===== src/rtl/io_line_step_sequencer.sv =====
// Step-table sequencer for one ioOutputLine_ControlModule: plays (delay, duration) steps in order.
// Optional feature macro SEQ_LOOP_EN adds a loop_count input that replays the whole program.
module io_line_step_sequencer #(
  parameter int DEPTH = 8,
  parameter int AW    = 3,
  parameter int DUR_W = 11,
  parameter int DEL_W = 21
) (
  input  logic             clk,
  input  logic             rst,
  input  logic             wr_en,
  input  logic [AW-1:0]    wr_addr,
  input  logic [DEL_W-1:0] wr_delay,
  input  logic [DUR_W-1:0] wr_duration,
  input  logic [AW:0]      num_steps,
  input  logic             start,
  input  logic             abort,
`ifdef SEQ_LOOP_EN
  input  logic [7:0]       loop_count,
`endif
  output logic             busy,
  output logic             done,
  output logic [AW-1:0]    step_idx,
  output logic             line_mark,
  output logic             line_go,
  output logic [DEL_W-1:0] line_delay,
  output logic [DUR_W-1:0] line_duration,
  output logic             line_rst,
  output logic             line_hard_stop,
  input  logic             line_complete
);

  typedef enum logic [2:0] {
    S_IDLE,
    S_ARM,
    S_FIRE,
    S_WAIT,
    S_CLEAR,
    S_STOP
  } state_e;

  localparam logic [AW:0] DEPTH_N = (AW + 1)'(DEPTH);

  state_e           state, state_d;
  logic [AW-1:0]    idx_d;
  logic [AW:0]      num_q, num_d;
  logic [AW:0]      num_clamped;
  logic             last_step;
  logic             done_d;
  logic             busy_d, mark_d, go_d, lrst_d, hs_d;
  logic [DEL_W-1:0] delay_d;
  logic [DUR_W-1:0] duration_d;

`ifdef SEQ_LOOP_EN
  logic [7:0]       loops_q, loops_d;
`endif

  logic [DEL_W-1:0] del_mem [DEPTH];
  logic [DUR_W-1:0] dur_mem [DEPTH];

  // NOTE: the step table has no reset; its contents must survive rst, and
  // leaving it out of the reset branch keeps it plain storage.
  always_ff @(posedge clk) begin
    if (wr_en && !busy) begin
      del_mem[wr_addr] <= wr_delay;
      dur_mem[wr_addr] <= wr_duration;
    end
  end

  assign num_clamped = (num_steps > DEPTH_N) ? DEPTH_N : num_steps;
  assign last_step   = ({1'b0, step_idx} == (num_q - (AW + 1)'(1)));

  // NOTE: sequential state uses non-blocking assignments only, so every
  // register samples the pre-edge values of its neighbours.
  always_ff @(posedge clk) begin
    if (!rst) begin
      state    <= S_IDLE;
      step_idx <= '0;
      num_q    <= '0;
`ifdef SEQ_LOOP_EN
      loops_q  <= '0;
`endif
    end else begin
      state    <= state_d;
      step_idx <= idx_d;
      num_q    <= num_d;
`ifdef SEQ_LOOP_EN
      loops_q  <= loops_d;
`endif
    end
  end

  // NOTE: every variable gets a default at the top of a combinational block,
  // so no path through the case statement can infer a latch.
  always_comb begin
    state_d = state;
    idx_d   = step_idx;
    num_d   = num_q;
    done_d  = 1'b0;
`ifdef SEQ_LOOP_EN
    loops_d = loops_q;
`endif
    if ((state != S_IDLE) && abort) begin
      state_d = S_STOP;
    end else begin
      case (state)
        S_IDLE: begin
          if (start) begin
            if (num_steps == '0) begin
              done_d = 1'b1;
            end else begin
              num_d   = num_clamped;
              idx_d   = '0;
              state_d = S_ARM;
`ifdef SEQ_LOOP_EN
              loops_d = loop_count;
`endif
            end
          end
        end
        S_ARM:  state_d = S_FIRE;
        S_FIRE: state_d = S_WAIT;
        S_WAIT: begin
          if (line_complete) state_d = S_CLEAR;
        end
        S_CLEAR: begin
          if (last_step) begin
`ifdef SEQ_LOOP_EN
            if (loops_q != 8'd0) begin
              loops_d = loops_q - 8'd1;
              idx_d   = '0;
              state_d = S_ARM;
            end else begin
              state_d = S_IDLE;
              done_d  = 1'b1;
            end
`else
            state_d = S_IDLE;
            done_d  = 1'b1;
`endif
          end else begin
            idx_d   = step_idx + AW'(1);
            state_d = S_ARM;
          end
        end
        S_STOP:  state_d = S_IDLE;
        default: state_d = S_IDLE;
      endcase
    end
  end

  // Outputs decode the next state so they can be registered without adding a cycle.
  always_comb begin
    busy_d     = (state_d != S_IDLE);
    mark_d     = (state_d == S_ARM) || (state_d == S_FIRE);
    go_d       = (state_d == S_FIRE);
    lrst_d     = (state_d == S_CLEAR) || (state_d == S_STOP);
    hs_d       = (state_d == S_STOP);
    delay_d    = line_delay;
    duration_d = line_duration;
    if (state_d == S_ARM) begin
      delay_d    = del_mem[idx_d];
      duration_d = dur_mem[idx_d];
    end
  end

  always_ff @(posedge clk) begin
    if (!rst) begin
      busy           <= 1'b0;
      done           <= 1'b0;
      line_mark      <= 1'b0;
      line_go        <= 1'b0;
      line_rst       <= 1'b1;
      line_hard_stop <= 1'b0;
      line_delay     <= '0;
      line_duration  <= '0;
    end else begin
      busy           <= busy_d;
      done           <= done_d;
      line_mark      <= mark_d;
      line_go        <= go_d;
      line_rst       <= lrst_d;
      line_hard_stop <= hs_d;
      line_delay     <= delay_d;
      line_duration  <= duration_d;
    end
  end

  // Invariants of the output encoding.
  a_go_has_mark: assert property (@(posedge clk) disable iff (!rst) line_go |-> line_mark);
  a_done_idle:   assert property (@(posedge clk) disable iff (!rst) done |-> !busy);
  a_stop_clears: assert property (@(posedge clk) disable iff (!rst) line_hard_stop |-> line_rst);
  a_idx_range:   assert property (@(posedge clk) disable iff (!rst) busy |-> ({1'b0, step_idx} < num_q));

endmodule


===== config.mk =====
export PLATFORM = sky130hd
export DESIGN_NAME = io_line_step_sequencer
export DESIGN_NICKNAME = d
export VERILOG_FILES = /design/src/rtl/io_line_step_sequencer.sv
export SDC_FILE = /design/constraint.sdc
export NUM_CORES = 1
export LEC_CHECK = 0
export CAP_MARGIN = 20
export CORE_ASPECT_RATIO = 1.2
export CORE_UTILIZATION = 40
export CTS_CLUSTER_SIZE = 20
export DETAILED_ROUTE_END_ITERATION = 12
export PLACE_DENSITY = 0.67
export SETUP_SLACK_MARGIN = 0.1
export SYNTH_ARGS = -nofsm -noshare
export SYNTH_HDL_FRONTEND = slang
export SYNTH_SLANG_ARGS = --single-unit

===== constraint.sdc =====
create_clock -name clk -period 5.2 [get_ports clk]
set_clock_uncertainty 0.1 [all_clocks]
set_input_delay 0.78 -clock clk [delete_from_list [all_inputs] [get_ports clk]]
set_output_delay 0.78 -clock clk [all_outputs]
set_load 0.05 [all_outputs]

==> impl_results.md, run 1 <==
- Outcome: complete, no violations
- Global route overflow: 0
- Gr busiest metal: met2
- Reg2reg start: num_q[0]$_SDFFE_PN0P_
- CP Max Fanout: between 60 and 70
- Dominant synthesized flop cell: edfxtp_1
- Worst EP required: 5.56 ns
- Hold depth: 2
- Min-delay src: num_q[1]$_SDFFE_PN0P_
- Startpoint Class: flip-flop
- Yosys reg bits: 304
- Ys async rst share: 0%
- Seq/Total Area, Yosys: between 70 and 80%
- # Max-Cap Violations: 0
- Number of synthesized flops with an enable pin: around 260
- Synth Area per Inst: ~14 um^2
- # resized after CTS: 0
- Yosys warns: 0
- Worst slew pin tran: about 1.1 ns
- DPL Wire Length: about 14,000 um
- Met1 usage: a little over a fifth
- Pins Over Slew Limit: 0
- Vias per cell: ~5.2
- CTS max path bufs: 3
- Vias in the first global route: ~7,100
- 1st-iter DRT viols: roughly 560
- Starting Density: 40.7%
- Hold worst-path end: num_q[1]$_SDFFE_PN0P_
- I/O pin count: 86
- Cell Rows: just under 70
- Pin count of the biggest net entering global routing: 97
- GR met3 Demand/Resource: ~3.3%
- Clk Latency, worst-skew pair: between 0.5 and 0.6 ns
- Htree depth: 1
- Post-route ant nets: 0
- Share of post-route cells with drive strength above 1: about a tenth
- Chip Width: between 150 and 200 um
- Clock-pin slew on the worst setup and hold paths: 0.06 ns
- Die Span Y: approximately 190 um
- Setup violators final: 0
- Hold-fix buffers, CTS: 0
- Relative slew slack: between 20% and 30%
- Pwr Density: 374 mW/mm^2
- Crit path DAT: 3.76 ns
- Final WS setup: roughly 1.8 ns
- CTS Root Cell: clkbuf_16
- Setup Buffers After CTS: 0
- Post-place setup slack: between 1 and 1.5 ns
- CTS tree: done
- CP Class: flip-flop to flip-flop
- Setup tns final: 0 ns
- Worst reg2reg setup slack: approximately 1.8 ns
- Port Buffers: 85
- Synth unique cells: 46
- Wire length per cell: 18.6 um
- Layout Nets: ~1,000
- Fin util: 48.0%
- Fin. Hold Viols: 0
- Fin crit share: 65.5%
- Post-layout minimum cycle time: ~3.4 ns
- Post-Syn Instances: a little under 900
- Routed vias: about 7,000
- Leak Pwr: ~4.6 nW
- Register-to-Register Path Depth: 11
- First-pass GRT wire length: about 40,000 um
- Global Route met2 Usage: a little under 30%
- R2R Path End: line_duration[2]$_SDFFE_PN0N_
- All-Layer GR Usage: between 10% and 20%
- Synthesized Nets: 938
- Core area: 0.0297 mm^2
- Layout area overhead: 17.9%
- RD Place Congestion: around 0.76
- Post-detailed-routing wire length: about 26,000 um
- Crit end category: flip-flop
- RSZ-0062 raised after global routing: no
- Max Clk Rate: 294 MHz
- Post-Synthesis Cell Area: between 0.01 and 0.015 mm^2
- CTS Sinks: 304
- Hold crit path type: flip-flop to flip-flop
- First-pass DRT Iterations: 5
- Initial antenna violation count: 3
- Die ar.: just over 0.03 mm^2
- DRC Markers: 0
- Maximum vdd ir drop: approximately 270 uV
- Hold slack: roughly 0.43 ns
- CTS buffer count: 29
## through the flow
step / power, mW / area [um^2] / instances
after global placement: 3.39 / 13400 / 1327
after CTS: 5.38 / 14300 / 1380
after detailed placement: 3.40 / 13400 / 1327
final: 5.34 / 14300 / 1381
after floorplan: 3.17 / 12100 / 891
after global routing: 5.51 / 14300 / 1380
## critical path: stages, from the launching register on
cell and delay [ns]:
dfxtp_1 0.37, clkinv_1 0.18, ha_1 0.34, xnor2_1 0.14, or2_4 0.27, o311ai_4 0.29
o211a_4 0.74, buf_12 0.31, nor2_1 0.06, mux2i_1 0.13, o211ai_1 0.12, a31oi_1 0.22
## state kept, by name, summed over array words and instances (netlist names)
name            flops
step_idx            3
done                1
line_mark           1
del_mem           168
line_duration      11
line_delay         21
dur_mem            88
line_rst            1
num_q               4
state               3
line_go             1
busy                1
line_hard_stop      1
## logic make-up (layout without fill, tap and decap cells)
| kind of cell | after synthesis | in the layout | share of synthesized area, % |
|---|---|---|---|
| AO/OA/AOI/OAI | 149 | 149 | 8.36 |
| XOR/XNOR | 2 | 2 | 0.269 |
| adder cells (fa/ha/maj) | 2 | 2 | 0.207 |
| buffers and inverters | 62 | 161 | 2.92 |
| flip-flops | 304 | 304 | 71.5 |
| multiplexers | 67 | 67 | 5.97 |
| other | 0 | 1 | 0 |
| AND/OR/NAND/NOR | 305 | 305 | 10.7 |
## power breakdown
group          total [mW]  switching (mW)  internal [mW]
Sequential           2.78          0.0436           2.73
Clock                1.99           0.864           1.13
Combinational       0.569           0.385          0.184
Total                5.34            1.29           4.04
## final cells by class
cell class / instances / area [um^2]
diodes: 1 / 2.50
clock buffers: 34 / 744
clock inverters: 19 / 155
fillers: 2575 / 15400
inverters: 4 / 15.0
multi-input cells: 525 / 3170
flip-flops and latches: 304 / 8650
well taps: 390 / 488
repair buffers: 104 / 1030
## worst max-delay path by stage
stage / start / end / slack, ns
3_5_place_dp: num_steps[1] / line_delay[18]$_SDFFE_PN0N_ / 1.32
3_3_place_gp: num_steps[1] / line_duration[0]$_SDFFE_PN0N_ / 1.40
4_1_cts: num_q[0]$_SDFFE_PN0P_ / line_delay[20]$_SDFFE_PN0N_ / 1.77
6_report: num_q[0]$_SDFFE_PN0P_ / line_duration[2]$_SDFFE_PN0N_ / 1.79
2_1_floorplan: wr_addr[1] / del_mem[0][0]$_DFFE_PP_ / 1.14
5_1_grt: num_q[0]$_SDFFE_PN0P_ / line_duration[1]$_SDFFE_PN0N_ / 1.52
## placed cells by master, fill, tap and decap left out, types with 4 or more instances in the layout
cell type        instances
o21ai_0                 36
a31oi_1                 33
o211ai_1                62
buf_4                   16
mux2_2                  17
nand2_1                165
nand3_1                 37
clkbuf_16               29
clkdlybuf4s50_1         85
nand3b_1                 6
mux2i_1                 34
nor2_1                  67
nor2_4                   6
and2_1                   6
edfxtp_1               256
nor2b_1                  4
dfxtp_1                 48
clkinv_1                 5
clkbuf_1                 5
clkinv_2                 9
mux2_1                  14
## synth_stat cells (all sizes together), types with 2 or more instances
master  instances  area share (%)
and3            2            0.10
mux2           31             2.9
a21oi           2           0.083
nor2b           4            0.21
edfxtp        256              64
a21o            2            0.12
nand3          37             1.5
inv             3           0.093
nand2b          3            0.16
o211ai         64             4.1
a31oi          33             1.7
dfxtp          48             7.9
buf            34             2.0
nand2         165             5.1
nand3b          6            0.37
nor2           73             2.3
o21ai          37             1.5
or2             2            0.12
mux2i          35             2.9
clkbuf         24            0.76
nor3            2           0.083
and2            6            0.31
ha              2            0.21
a21boi          3            0.19
a22oi           3            0.19
## per-layer routing
layer	wire (um)	up-vias
met2	12700	181
li1	-	3453
met1	11000	3491
met4	386	4
met5	27	-
met3	1520	32
Power figures use the tool's default switching activity.
==> run 2: changes to the inputs <==
- clock period: 5.2 -> 3.5 ns (I/O delays scaled with it)
==> impl_results.md, run 2 (synthesis gave the netlist of run 1 again) <==
- 1st-iter DRT viols: 534 (was 557)
- Design Area, Final: 0.0145 mm^2 (was 0.0143 mm^2)
- Port Buffers: 85 (unchanged)
- Area of the multi-input gates: 0.00319 mm^2 (was 0.00317 mm^2)
- Crit path DAT: 3.42 ns (was 3.76 ns)
- Layout area overhead: 19.7% (was 17.9%)
- Routed vias: 7,338 (was 7,161)
- Max reg flops: 168 (unchanged)
- First-pass DRT Iterations: 5 (unchanged)
- Leak Pwr: 4.73 nW (was 4.64 nW)
- CTS buffer count: 29 (unchanged)
- Relative slew slack: 53.0% (was 26.1%)
- Global route overflow: 0 (unchanged)
- Pwr Density: 550 mW/mm^2 (was 374 mW/mm^2)
- Layout fillers: 2,520 (was 2,575)
- Die ar.: 0.0309 mm^2 (unchanged)
- Clock-pin slew on the worst setup and hold paths: 0.06 ns (about the same)
- # diodes: 0 (was 1)
- Pin count of the biggest net entering global routing: 48 (was 97)
- GR met3 Demand/Resource: 2.66% (was 3.31%)
- Core area: 0.0297 mm^2 (unchanged)
- Hold slack: 0.407 ns (was 0.434 ns)
- Max Clk Rate: 318 MHz (was 294 MHz)
- Setup tns final: 0 ns (unchanged)
- Pins Over Slew Limit: 0 (unchanged)
- Post-detailed-routing wire length: 25,700 um (about the same)
- Startpoint Class: flip-flop (unchanged)
- CTS tree: done (unchanged)
- R2R Path End: line_duration[4]$_SDFFE_PN0N_ (was line_duration[2]$_SDFFE_PN0N_)
- Fin. Hold Viols: 0 (unchanged)
- Worst EP required: 3.78 ns (was 5.56 ns)
- Wire length per cell: 18.4 um (was 18.6 um)
- Largest regs: del_mem x168, dur_mem x88, line_delay x21 (unchanged)
- CTS max path bufs: 3 (unchanged)
- Most frequent cells in the layout: edfxtp_1 (256), nand2_1 (165), clkdlybuf4s50_1 (85), nor2_1 (67), o211ai_1 (62) (unchanged)
- Worst Setup SP: num_q[0]$_SDFFE_PN0P_ (unchanged)
- I/O pin count: 86 (unchanged)
- CP Class: flip-flop to flip-flop (unchanged)
- Global Route met2 Usage: 29.6% (was 29.1%)
- Vias per cell: 5.27 (was 5.19)
- Clk Latency, worst-skew pair: 0.53 ns (was 0.54 ns)
- Reg area: 0.00865 mm^2 (unchanged)
- CTS Root Cell: clkbuf_16 (unchanged)
- Htree depth: 1 (unchanged)
- Reg2reg start: num_q[0]$_SDFFE_PN0P_ (unchanged)
- RD Place Congestion: 0.764 (about the same)
- Die Span Y: 192 um (unchanged)
- Total power: 7.96 mW (was 5.34 mW)
- CP Max Fanout: 47 (was 66)
- Maximum vdd ir drop: 246 uV (was 265 uV)
- Worst reg2reg setup slack: 0.36 ns (was 1.79 ns)
- Register-to-Register Path Depth: 10 (was 11)
- Post-layout minimum cycle time: 3.14 ns (was 3.41 ns)
- Stages on the worst setup path: 10 (was 11)
- RSZ-0062 raised after global routing: no (unchanged)
- # Max-Cap Violations: 0 (unchanged)
- Commonest non-fill, non-tap cell in the layout: edfxtp_1 (unchanged)
- CP top delay family: multiplexers (was compound AO/OA/AOI/OAI gates)
- Cell Rows: 69 (unchanged)
- Post-route ant nets: 0 (unchanged)
- Crit-path max cell delay: 0.38 ns (was 0.74 ns)
- CTS Sinks: 304 (unchanged)
- Setup Buffers After CTS: 0 (unchanged)
- First-pass GRT wire length: 39,700 um (was 39,600 um)
- Slowest CP cell: dfxtp_1 (was o211a_4)
- # resized after CTS: 0 (unchanged)
- Outcome: complete, no violations (unchanged)
- Cell Chain, Critical Path: clkinv_1, ha_1, xnor2_1, or2_4, o211ai_2, mux2i_4, buf_12, mux2_1, o211ai_1, a31oi_1 (was clkinv_1, ha_1, xnor2_1, or2_4, o311ai_4, o211a_4, buf_12, nor2_1, mux2i_1, o211ai_1, a31oi_1)
- Gr busiest metal: met2 (unchanged)
- DRC Markers: 0 (unchanged)
- Worst slew pin tran: 0.705 ns (was 1.11 ns)
- Hold-fix buffers, CTS: 0 (unchanged)
- Layout Nets: 1,028 (was 1,015)
- All-Layer GR Usage: 16.6% (about the same)
- Chip Width: 161 um (unchanged)
- Initial antenna violation count: 1 (was 3)
- Post-DP Area: 0.0136 mm^2 (was 0.0134 mm^2)
- Hold crit path type: flip-flop to flip-flop (unchanged)
- DPL Wire Length: 14,100 um (was 14,300 um)
- Share of post-route cells with drive strength above 1: 11.2% (was 10.0%)
- Setup violators final: 0 (unchanged)
- Vias in the first global route: 7,169 (was 7,128)
- WP buf/inv: 2 (unchanged)
- Worst setup path endpoint: line_duration[4]$_SDFFE_PN0N_ (was line_duration[2]$_SDFFE_PN0N_)
- Starting Density: 40.7% (unchanged)
- Met1 usage: 21.0% (was 21.1%)
- Crit end category: flip-flop (unchanged)
- Top reg by flops: del_mem (unchanged)
- Fin crit share: 89.7% (was 65.5%)
-- run 2: changes by cell type in the layout (fill, tap and decap cells not counted), sizes merged --
| cell | delta |
|---|---|
| buf | +13 |
| bufinv | -1 |
| clkbuf | +3 |
| clkinv | -5 |
| clkinvlp | +3 |
| diode | -1 |
-- run 2: layout make-up --
class | count | share of cell area [%]
sequential | 304 | 59.8
multi-input combinational | 525 | 22.0
timing repair buffer | 117 | 8.49
clock buffer | 37 | 5.43
tap | 390 | 3.37
clock inverter | 16 | 0.830
inverter | 4 | 0.104
-- run 2: worst min path at each step --
stage | start | depth (start not counted) | end | slack [ns]
6_report | num_q[1]$_SDFFE_PN0P_ | 2 | num_q[1]$_SDFFE_PN0P_ | 0.41
2_1_floorplan | num_q[1]$_SDFFE_PN0P_ | 2 | num_q[1]$_SDFFE_PN0P_ | 0.36
5_1_grt | num_q[1]$_SDFFE_PN0P_ | 2 | num_q[1]$_SDFFE_PN0P_ | 0.46
3_3_place_gp | num_q[1]$_SDFFE_PN0P_ | 2 | num_q[1]$_SDFFE_PN0P_ | 0.39
4_1_cts | num_q[1]$_SDFFE_PN0P_ | 2 | num_q[1]$_SDFFE_PN0P_ | 0.42
3_5_place_dp | num_q[1]$_SDFFE_PN0P_ | 2 | num_q[1]$_SDFFE_PN0P_ | 0.40
-- run 2: report_power, final --
part / switching, mW / total (mW) / internal, mW
clock network: 1.30 / 2.96 / 1.66
logic: 0.582 / 0.875 / 0.293
registers: 0.0654 / 4.13 / 4.06
-- run 2: worst reg2reg max path: cells and delay by family, from the launching register on --
| family | cells | cell delay, ns |
|---|---|---|
| mux | 2 | 0.76 |
| flops | 1 | 0.38 |
| simple gates | 1 | 0.28 |
| compound gates | 3 | 0.51 |
| xor+xnor | 1 | 0.14 |
| fa+ha+maj | 1 | 0.34 |
| buf+inv | 2 | 0.48 |
-- run 2: stage by stage --
stage / std cells / setup WS [ns] / util, %
after global routing: 1393 / 0.180 / 48.7
final: 1393 / 0.359 / 48.7
after floorplan: 891 / 0.552 / -
after detailed placement: 1340 / 0.219 / 45.7
after global placement: 1340 / 0.256 / 45.7
after CTS: 1393 / 0.321 / 48.7
-- run 2: metal layers --
metal	up-vias	wire, um
li1	3474	-
met2	198	12900
met5	-	14
met1	3635	11000
met3	29	1430
met4	2	362
==> run 3: changes to the inputs <==
- HOLD_SLACK_MARGIN: not set -> 0.1
- MAX_ROUTING_LAYER: not set -> met4
==> impl_results.md, run 3 (synthesis gave the netlist of run 1 again) <==
- Die ar.: 0.0309 mm^2 (unchanged)
- Setup violators final: 0 (unchanged)
- CTS buffer count: 29 (unchanged)
- CP Class: flip-flop to flip-flop (unchanged)
- Initial antenna violation count: 1 (unchanged)
- CP top delay family: multiplexers (unchanged)
- Die Span Y: 192 um (unchanged)
- Layout fillers: 2,519 (was 2,520)
- RD Place Congestion: 0.774 (was 0.764)
- RSZ-0062 raised after global routing: no (unchanged)
- DRC Markers: 0 (unchanged)
- Clk Latency, worst-skew pair: 0.54 ns (was 0.53 ns)
- I/O pin count: 86 (unchanged)
- Slowest CP cell: dfxtp_1 (unchanged)
- Starting Density: 40.7% (unchanged)
- Pin count of the biggest net entering global routing: 48 (unchanged)
- CP Max Fanout: 47 (unchanged)
- Largest regs: del_mem x168, dur_mem x88, line_delay x21 (unchanged)
- Post-route ant nets: 0 (unchanged)
- Worst reg2reg setup slack: 0.36 ns (about the same)
- Most frequent cells in the layout: edfxtp_1 (256), nand2_1 (165), clkdlybuf4s50_1 (85), nor2_1 (67), o211ai_1 (62) (unchanged)
- Pwr Density: 550 mW/mm^2 (about the same)
- Top reg by flops: del_mem (unchanged)
- Fin crit share: 89.8% (was 89.7%)
- Setup tns final: 0 ns (unchanged)
- Chip Width: 161 um (unchanged)
- WP buf/inv: 2 (unchanged)
- Cell Rows: 69 (unchanged)
- DPL Wire Length: 14,100 um (unchanged)
- Fin. Hold Viols: 0 (unchanged)
- Share of post-route cells with drive strength above 1: 11.2% (unchanged)
- Cell Chain, Critical Path: clkinv_1, ha_1, xnor2_1, or2_4, o211ai_2, mux2i_4, buf_12, mux2_1, o211ai_1, a31oi_1 (unchanged)
- # Max-Cap Violations: 0 (unchanged)
- Commonest non-fill, non-tap cell in the layout: edfxtp_1 (unchanged)
- Hold slack: 0.407 ns (about the same)
- 1st-iter DRT viols: 536 (was 534)
- Port Buffers: 85 (unchanged)
- Setup Buffers After CTS: 0 (unchanged)
- Htree depth: 1 (unchanged)
- Routed vias: 7,348 (was 7,338)
- Leak Pwr: 4.73 nW (about the same)
- Post-layout minimum cycle time: 3.14 ns (about the same)
- Maximum vdd ir drop: 248 uV (was 246 uV)
- All-Layer GR Usage: 17.1% (was 16.6%)
- Post-place setup slack: 0.219 ns (unchanged)
- First-pass DRT Iterations: 5 (unchanged)
- Max reg flops: 168 (unchanged)
- Vias per cell: 5.27 (about the same)
- Outcome: complete, no violations (unchanged)
- First-pass GRT wire length: 39,700 um (about the same)
- Layout Nets: 1,028 (unchanged)
- Post-detailed-routing wire length: 25,700 um (about the same)
- Pins Over Slew Limit: 0 (unchanged)
- Crit end category: flip-flop (unchanged)
- CTS Root Cell: clkbuf_16 (unchanged)
- Layout area overhead: 19.7% (about the same)
- Final WS setup: 0.356 ns (was 0.359 ns)
- Relative slew slack: 52.9% (was 53.0%)
- Hold crit path type: flip-flop to flip-flop (unchanged)
- Crit-path max cell delay: 0.38 ns (about the same)
- CTS tree: done (unchanged)
- Crit path DAT: 3.42 ns (about the same)
- # resized after CTS: 0 (unchanged)
- Global route overflow: 0 (unchanged)
- Vias in the first global route: 7,158 (was 7,169)
- Hold-fix buffers, CTS: 0 (unchanged)
- Worst EP required: 3.78 ns (about the same)
- Startpoint Class: flip-flop (unchanged)
- Worst slew pin tran: 0.707 ns (was 0.705 ns)
- Max Clk Rate: 318 MHz (about the same)
- Core area: 0.0297 mm^2 (unchanged)
- Clock-pin slew on the worst setup and hold paths: 0.06 ns (about the same)
- CTS max path bufs: 3 (unchanged)
- Wire length per cell: 18.5 um (was 18.4 um)
- CTS Sinks: 304 (unchanged)
==> run 3: changes by cell type in the layout (fill, tap and decap cells not counted) <==
cell	before	now
diode_2	0	1
==> run 3: layout make-up <==
class                   instances  area, um^2  share of cell area, %
inverters                       4        15.0                  0.104
repair buffers                117        1230                   8.49
well taps                     390         488                   3.37
diodes                          1        2.50                 0.0173
multi-input cells             525        3190                   22.0
clock inverters                16         120                  0.830
clock buffers                  37         786                   5.43
flip-flops and latches        304        8650                   59.7
==> run 3: worst paths after layout <==
check	cells after the start	end	start
worst min register to register	2	num_q[1]$_SDFFE_PN0P_	num_q[1]$_SDFFE_PN0P_
worst max register to register	10	line_duration[4]$_SDFFE_PN0N_	num_q[0]$_SDFFE_PN0P_
worst min-delay path	2	num_q[1]$_SDFFE_PN0P_	num_q[1]$_SDFFE_PN0P_
worst max-delay path	10	line_duration[4]$_SDFFE_PN0N_	num_q[0]$_SDFFE_PN0P_
==> run 3: where the power goes <==
part / internal, mW / leakage [nW] / switching (mW)
registers: 4.06 / 2.71 / 0.0650
logic: 0.293 / 1.58 / 0.582
clock network: 1.66 / 0.430 / 1.30
total: 6.02 / 4.73 / 1.94
==> run 3: through the flow <==
| step | util, % | instances | cell area, um^2 | total power, mW |
|---|---|---|---|---|
| after floorplan | - | 891 | 12100 | 4.72 |
| after global placement | 45.7 | 1340 | 13600 | 5.07 |
| after detailed placement | 45.7 | 1340 | 13600 | 5.08 |
| after CTS | 48.7 | 1393 | 14500 | 8.01 |
| after global routing | 48.7 | 1394 | 14500 | 8.23 |
| final | 48.7 | 1394 | 14500 | 7.96 |
==> run 3: worst min-delay path: stages (launching register included) <==
cell	delay, ns
dfxtp_1	0.34
nand2_1	0.06
a21boi_0	0.06
==> run 3: per-layer routing <==
metal / vias to the layer above / GRT usage [%] / wire [um]
li1: 3474 / - / -
met1: 3648 / 21.1 / 11100
met2: 196 / 29.7 / 12900
met3: 30 / 2.51 / 1360
met4: 0 / 3.92 / 396
met5: - / - / 0
